--- src/rtl/ser_nibble_loader.sv ---
// Serial-to-parallel nibble loader: assembles 4 MSB-first bits, optionally checks an
// even-parity bit, then presents the nibble with a one-cycle load strobe.
module ser_nibble_loader #(
  parameter bit PARITY_EN = 1'b1
) (
  input  logic       clk,
  input  logic       rst,
  input  logic       start,
  input  logic       sin,
  input  logic       sin_valid,
  input  logic       abort,
  output logic [3:0] d_out,
  output logic       load,
  output logic       busy,
  output logic       par_err,
  output logic [7:0] nib_cnt
);

  // state  | meaning
  // IDLE   | waiting for start
  // SHIFT  | collecting the four data bits
  // PARITY | waiting for the even-parity bit
  // LOAD   | nibble delivered this cycle; start here chains the next frame
  typedef enum logic [1:0] {IDLE, SHIFT, PARITY, LOAD} state_t;

  state_t     state;
  logic [3:0] sreg;
  logic [2:0] bit_cnt;
  logic [3:0] nxt_nib;

  assign nxt_nib = {sreg[2:0], sin};
  assign busy    = (state != IDLE);

  always_ff @(posedge clk or posedge rst) begin
    if (rst) begin
      state   <= IDLE;
      sreg    <= 4'b0000;
      bit_cnt <= 3'd0;
      d_out   <= 4'b0000;
      load    <= 1'b0;
      par_err <= 1'b0;
      nib_cnt <= 8'd0;
    end else begin
      load <= 1'b0;
      if (abort) begin
        // An abort in LOAD lands after the strobe was already registered.
        state   <= IDLE;
        sreg    <= 4'b0000;
        bit_cnt <= 3'd0;
      end else begin
        case (state)
          IDLE: begin
            if (start) begin
              state   <= SHIFT;
              sreg    <= 4'b0000;
              bit_cnt <= 3'd0;
              par_err <= 1'b0;
            end
          end
          SHIFT: begin
            if (sin_valid) begin
              sreg    <= nxt_nib;
              bit_cnt <= bit_cnt + 3'd1;
              if (bit_cnt == 3'd3) begin
                if (PARITY_EN) begin
                  state <= PARITY;
                end else begin
                  state   <= LOAD;
                  d_out   <= nxt_nib;
                  load    <= 1'b1;
                  nib_cnt <= nib_cnt + 8'd1;
                end
              end
            end
          end
          PARITY: begin
            if (sin_valid) begin
              if (sin == ^sreg) begin
                state   <= LOAD;
                d_out   <= sreg;
                load    <= 1'b1;
                nib_cnt <= nib_cnt + 8'd1;
              end else begin
                state   <= IDLE;
                par_err <= 1'b1;
              end
            end
          end
          LOAD: begin
            if (start) begin
              state   <= SHIFT;
              sreg    <= 4'b0000;
              bit_cnt <= 3'd0;
              par_err <= 1'b0;
            end else begin
              state <= IDLE;
            end
          end
          default: state <= IDLE;
        endcase
      end
    end
  end

endmodule

--- config.mk ---
export PLATFORM = sky130hd
export DESIGN_NAME = ser_nibble_loader
export DESIGN_NICKNAME = d
export VERILOG_FILES = /design/src/rtl/ser_nibble_loader.sv
export SDC_FILE = /design/constraint.sdc
export NUM_CORES = 1
export LEC_CHECK = 0
export BUFFER_PORTS_ARGS = -buffer_cell sky130_fd_sc_hd__buf_2
export CAP_MARGIN = 15
export CORE_UTILIZATION = 49
export DETAILED_ROUTE_END_ITERATION = 6
export PLACE_DENSITY = 0.8
export SLEW_MARGIN = 20
export SYNTH_ARGS = -nofsm -noshare
export SYNTH_HDL_FRONTEND = slang
export SYNTH_SLANG_ARGS = --single-unit
--- constraint.sdc ---
create_clock -name clk -period 1.7 [get_ports clk]
set_input_delay 0.085 -clock clk [delete_from_list [all_inputs] [get_ports clk]]
set_output_delay 0.085 -clock clk [all_outputs]
set_load 0.05 [all_outputs]
==> impl_metrics.py, run 1 <==
metrics = {
    "outcome": {
        "status": "finished clean",
    },
    "cts": {
        "clock_latency_ps": 320,
        "root_buffer": "clkbuf_4",
        "clk_pin_slew_ps": 130,
        "cts_buffer_depth": 2,
        "htree_levels": 1,
        "cts_tree": "built",
        "cts_buffers": 3,
        "numClockSinks": 23,
    },
    "place": {
        "dp.cells": 177,
        "portBuffers": 20,
        "gp_congestion": 0.7462,
        "dp_hpwl_um": 1761,
    },
    "worst_setup_path": {
        "crit_slowest_cell": "xnor3_2",
        "path_buf_inv": 0,
        "cp_max_fo": 6,
        "reg2reg_setup_slack_ps": 60,
        "worstPathRequired_ps": 1920,
        "cp_cell_sequence": "xnor2_2 > xnor3_2 > nand2_4 > mux2_2",
        "cp-end-kind": "flip-flop",
        "rr_worst_depth": 4,
        "arrival_ps": 1860,
        "cp-start-kind": "flip-flop",
        "slowest_delay_ps": 440,
        "worstReg2RegEnd": "nib_cnt[1]",
        "crit_family": "XOR/XNOR gates",
        "reg2reg_from": "sreg[2]",
        "worst-path-stages": 4,
        "timing_worst_setup_path_type": "reg2reg",
    },
    "power_and_ir_drop": {
        "clockPowerShare": 0.134,
        "power_mw": 1.989,
        "powerDensity_nw_per_um2": 1222,
        "p_int_mw": 1.134,
        "swShare": 0.4301,
        "comb_power_share": 0.532,
        "p_seq_frac": 0.334,
        "max-vdd-ir-drop_mv": 0.7746,
        "power.leakage_nw": 0.7885,
        "p_switching_mw": 0.8554,
    },
    "detailed_routing": {
        "via_per_inst": 5.312,
        "drc_errors": 0,
        "via_count": 988,
        "ant_nets": 0,
        "wl_per_cell_um": 13.45,
        "totalWireLength_um": 2502,
        "firstDrtPassIters": 4,
        "drtIter0Drc": 14,
    },
    "synth": {
        "syn_inst": 116,
        "yosys_warnings": 0,
        "synth_top_family_by_area": "simple AND/OR/NAND/NOR gates",
        "synthSimpleGateAreaFrac": 0.1393,
        "ys.flop_type": "dfrtp_1",
        "syn_area_um2": 1266,
        "syn-mean-instance-area_um2": 10.92,
        "muxShareOfSynthArea": 0.09190,
        "synth_fa_ha_area_frac": 0.07905,
        "synth_edf_count": 0,
        "syn_nets": 130,
        "ys_ff_latch": 23,
        "seq_area_frac_synth": 0.4545,
        "yosys.area_share.xor_xnor": 0.09387,
        "synthArstFlopShare": 1.000,
        "synth.distinct_cells": 30,
        "synth-compound-area-share": 0.1028,
    },
    "min_path": {
        "worstHoldPathCells": 3,
        "hp-class": "in2reg",
        "worstHoldEndpoint": "sreg[0]",
        "worstHoldStart": "sin",
    },
    "die": {
        "start_util": 0.5158,
        "die_h_um": 52.84,
        "die_area_um2": 2792,
        "core_area_um2": 2455,
        "dieWidth_um": 52.84,
        "num_rows": 18,
        "num_io_pins": 21,
    },
    "sta": {
        "setup_violations": 0,
        "skew_ps": 4.755,
        "rsz0062_at_grt": "yes",
        "maxSlewHeadroom": 0.7152,
        "hold_violations": 0,
        "worstMarginPinSlew_ps": 424.2,
        "tns_ps": 0,
        "fin_crit_sh": 0.9645,
        "drv_slew": 0,
        "fin_crit_ps": 1640,
        "max_freq_mhz": 609.9,
        "whs_ps": 28.82,
    },
    "finish": {
        "nFillCells": 188,
        "layout.cells.non_filler": 186,
        "fin_nets": 171,
        "drive_gt1_frac": 0.3846,
        "diodes": 0,
        "final_cell_mix": "dfrtp_1, buf_2, buf_4",
        "syn2layout_area_growth_pct": 28.56,
        "final_common_cell": "dfrtp_1",
    },
    "global_route": {
        "overflow": 0,
        "grt_pass1_vias": 910,
        "grt_util_all_layers": 0.1924,
        "grt_max_degree": 24,
        "antenna_found_initial": 0,
        "grt_pass1_wl_um": 3822,
    },
    "job": {
        "maxCapViolations": 0,
    },
}
-- logic make-up (layout without fill, tap and decap cells) --
logic type,after synthesis,in the layout
AO/OA/AOI/OAI,16,16
XOR/XNOR,11,11
adder cells (fa/ha/maj),8,8
buffers and inverters,13,53
flip-flops,23,23
multiplexers,11,11
AND/OR/NAND/NOR,34,34
-- per-stage QoR --
step / utilization / worst slack (ps) / area, um2
4_1_cts: 0.6381 / 15.97 / 1567
2_1_floorplan: - / 32.24 / 1274
6_report: 0.6631 / 60.36 / 1628
3_3_place_gp: 0.6086 / 40.86 / 1494
3_5_place_dp: 0.6086 / -37.29 / 1494
5_1_grt: 0.6631 / -37.65 / 1628
-- state kept, by name, summed over array words and instances (netlist names) --
register	cells
par_err	1
d_out	4
sreg	4
nib_cnt	8
load	1
bit_cnt	3
state	2
-- tightest hold or removal path, stage by stage --
cell and delay [ps]:
buf_2 120, nand2_1 60, mux2i_1 60
-- final cells by class --
| cell class | instances | area, um2 | share of cell area |
|---|---|---|---|
| Clock buffer | 3 | 22.52 | 0.01384 |
| Clock inverter | 1 | 7.507 | 0.004612 |
| Inverter | 13 | 48.80 | 0.02998 |
| Multi-Input combinational cell | 80 | 713.2 | 0.4381 |
| Sequential cell | 23 | 575.6 | 0.3536 |
| Tap cell | 30 | 37.54 | 0.02306 |
| Timing Repair Buffer | 36 | 222.7 | 0.1368 |
-- synthesized netlist by cell type, types with 2 or more instances --
library cell  count  area (um2)
ha_1              8       100.1
nor3_1            2       10.01
inv_1            13       48.80
nand2_1          10       37.54
mux2_2            5       56.30
nor2b_1           2       12.51
nand3_1           4       20.02
xnor2_1           9       78.83
nor4_1            2       12.51
o21ai_0           4       20.02
o2bb2ai_1         2       17.52
nand4b_1          2       17.52
a311oi_1          2       17.52
dfrtp_1          23       575.6
a21oi_1           3       15.01
mux2i_1           6       60.06
nand4_1           3       18.77
nor2_1            4       15.01
-- worst max-delay path by stage --
stage	end	startpoint
6_report	nib_cnt[1]	sreg[2]
5_1_grt	nib_cnt[7]	state[0]
4_1_cts	nib_cnt[1]	sreg[1]
3_5_place_dp	sreg[1]	state[1]
3_3_place_gp	sreg[1]	state[0]
2_1_floorplan	d_out[1]	sreg[2]
-- power by group through the flow --
stage               registers, mW  logic [mW]  clock network, mW
global placement            0.668       0.891                  0
detailed placement          0.672       0.918                  0
CTS                         0.664       0.979              0.274
floorplan                   0.803       0.529                  0
finish                      0.664        1.06              0.266
global route                0.672        1.15              0.295
-- repair_timing --
item | CTS | global route
setup endpoints to repair | 9 | 15
hold buffers | 1 | 0
endpoints found under the hold margin | 23 | 0
gates resized for setup | 6 | 8
pin swaps | 4 | 6
buffers inserted | 1 | 3
-- layer usage --
metal	global-route usage	share of wire
met4	0.03947	0.0068
met5	0	0
met2	0.3439	0.51
met1	0.2226	0.45
met3	0.06087	0.033
No activity file was read; power rests on OpenSTA's default activity.
==> run 2, diff against run 1 <==
Settings changed: CORE_UTILIZATION 49 to 35, PLACE_DENSITY 0.8 to unset.
==> run 2 against run 1 <==
Against the previous run: sequential share of layout area down 0.88 points; utilization down 17 points; clock skew rose by 3.2 ps; critical path type unchanged; highest routed layer unchanged; die area rose by 38%; clock-buffer cell count unchanged; clock power barely moved; final cell count grew 9.7%; final area increased by 2.8%; register-to-register slack barely moved; largest power group unchanged; global-route usage shrank 3.4 points.
==> impl_metrics.py, run 2 (synthesis results as in run 1) <==
metrics = {
    "outcome": {
        "status": "finished clean",
    },
    "sta": {
        "skew_ps": 7.979,
        "max_freq_mhz": 608.7,
        "fin_crit_ps": 1643,
        "worstMarginPinSlew_ps": 429.7,
        "rsz0062_at_grt": "no",
        "tns_ps": 0,
        "fin_crit_sh": 0.9663,
        "setup_violations": 0,
        "maxSlewHeadroom": 0.7115,
        "drv_slew": 0,
        "final.setup.worst_slack_ps": 57.24,
        "hold_violations": 0,
    },
    "finish": {
        "largest_reg_flops": 8,
        "final_core_util": 0.4935,
        "regMostFlops": "nib_cnt",
        "layout.cells.non_filler": 204,
        "diodes": 0,
        "reg_top3": "nib_cnt x8, d_out x4, sreg x4",
        "fin_nets": 173,
        "final_common_cell": "dfrtp_1",
        "final_cell_mix": "dfrtp_1, buf_2, buf_4",
        "syn2layout_area_growth_pct": 32.11,
        "drive_gt1_frac": 0.4051,
    },
    "detailed_routing": {
        "firstDrtPassIters": 4,
        "wl_per_cell_um": 13.00,
        "via_count": 993,
        "via_per_inst": 4.868,
        "ant_nets": 0,
        "drc_errors": 0,
        "drtIter0Drc": 52,
        "totalWireLength_um": 2651,
    },
    "worst_setup_path": {
        "timing_worst_setup_path_type": "reg2reg",
        "cp-end-kind": "flip-flop",
        "reg2reg_from": "sreg[1]",
        "worstReg2RegEnd": "d_out[3]",
        "cp_cell_sequence": "xnor2_2 > xnor3_2 > nand2_4 > mux2_4",
        "worstPathRequired_ps": 1920,
        "cp-start-kind": "flip-flop",
        "crit_family": "XOR/XNOR gates",
        "arrival_ps": 1860,
        "crit_slowest_cell": "dfrtp_1",
        "slowest_delay_ps": 440,
        "reg2reg_setup_slack_ps": 60,
        "rr_worst_depth": 4,
        "cp_max_fo": 6,
        "path_buf_inv": 0,
    },
    "power_and_ir_drop": {
        "max-vdd-ir-drop_mv": 0.4533,
        "power_mw": 2.023,
        "power.leakage_nw": 0.8189,
        "powerDensity_nw_per_um2": 1209,
    },
    "place": {
        "dp_slack_ps": -2.735,
        "gp_congestion": 0.7994,
        "dp_hpwl_um": 1971,
        "portBuffers": 20,
        "dp.cells": 196,
    },
    "global_route": {
        "grt_pass1_wl_um": 4802,
        "grt_pass1_vias": 1023,
        "overflow": 0,
        "grt_util_all_layers": 0.1585,
        "antenna_found_initial": 0,
        "grt_max_degree": 24,
    },
    "cts": {
        "numClockSinks": 23,
        "htree_levels": 1,
        "cts_tree": "built",
        "cts_buffers": 3,
        "root_buffer": "clkbuf_4",
        "clk_pin_slew_ps": 140,
        "cts_buffer_depth": 2,
        "clock_latency_ps": 320,
    },
    "die": {
        "core_area_um2": 3390,
        "num_rows": 21,
        "start_util": 0.3736,
        "num_io_pins": 21,
        "die_h_um": 62.15,
        "die_area_um2": 3862,
        "dieWidth_um": 62.15,
    },
    "min_path": {
        "worstHoldPathCells": 3,
        "hp-class": "in2reg",
        "worstHoldStart": "sin",
        "worstHoldEndpoint": "sreg[0]",
    },
    "job": {
        "maxCapViolations": 0,
    },
}
## run 2: changes by cell type in the layout (fill, tap and decap cells not counted), sizes merged
cell and change:
buf +2, clkinv +1, clkinvlp -1
## run 2: worst min-delay path, cell delays in order
cell	delay (ps)
buf_2	120
nand2_1	50
mux2i_1	60
## run 2: worst max-delay path by stage
| stage | from | endpoint | slack (ps) | depth (start not counted) |
|---|---|---|---|---|
| final | sreg[1] | d_out[3] | 60 | 4 |
| after global routing | state[1] | bit_cnt[1] | 5 | 7 |
| after CTS | state[1] | bit_cnt[0] | 6 | 6 |
| after detailed placement | state[0] | state[1] | -3 | 6 |
| after global placement | state[0] | sreg[1] | 50 | 5 |
| after floorplan | sreg[2] | d_out[1] | 30 | 4 |
## run 2: through the flow
| step | area (um2) | hold slack (ps) |
|---|---|---|
| 4_1_cts | 1603 | 16.58 |
| 2_1_floorplan | 1274 | 86.92 |
| 5_1_grt | 1673 | 16.63 |
| 3_5_place_dp | 1536 | 147.2 |
| 3_3_place_gp | 1536 | 137.5 |
| 6_report | 1673 | 23.89 |
## run 2: layout make-up
cell class | count | area [um2]
Clock inverter | 1 | 5.005
Multi-Input combinational cell | 80 | 724.4
Timing Repair Buffer | 38 | 237.7
Inverter | 13 | 48.80
Sequential cell | 23 | 576.8
Clock buffer | 3 | 22.52
Tap cell | 46 | 57.56
Fill cell | 304 | 1717
## run 2: report_power, final
part	leakage [nW]	internal (mW)	switching (mW)
combinational	0.490	0.447	0.637
clock	0.0177	0.0882	0.180
sequential	0.311	0.616	0.0553
total	0.819	1.15	0.872
## run 2: what timing repair did
action                                  4_1_cts  5_1_grt
endpoints found under the setup margin        5       16
gates resized for setup                       5       16
setup buffers                                 1        2
endpoints found under the hold margin        23        0
pin swaps                                     1        6
hold buffers                                  1        0
## run 2: routing by layer
metal / vias up / track usage / routed length (um) / share of wire
li1: 492 / - / - / -
met1: 480 / 0.1918 / 1229 / 0.46
met2: 15 / 0.2871 / 1316 / 0.50
met3: 6 / 0.02206 / 50 / 0.019
met4: 0 / 0.05233 / 55 / 0.021
met5: - / 0 / 0 / 0
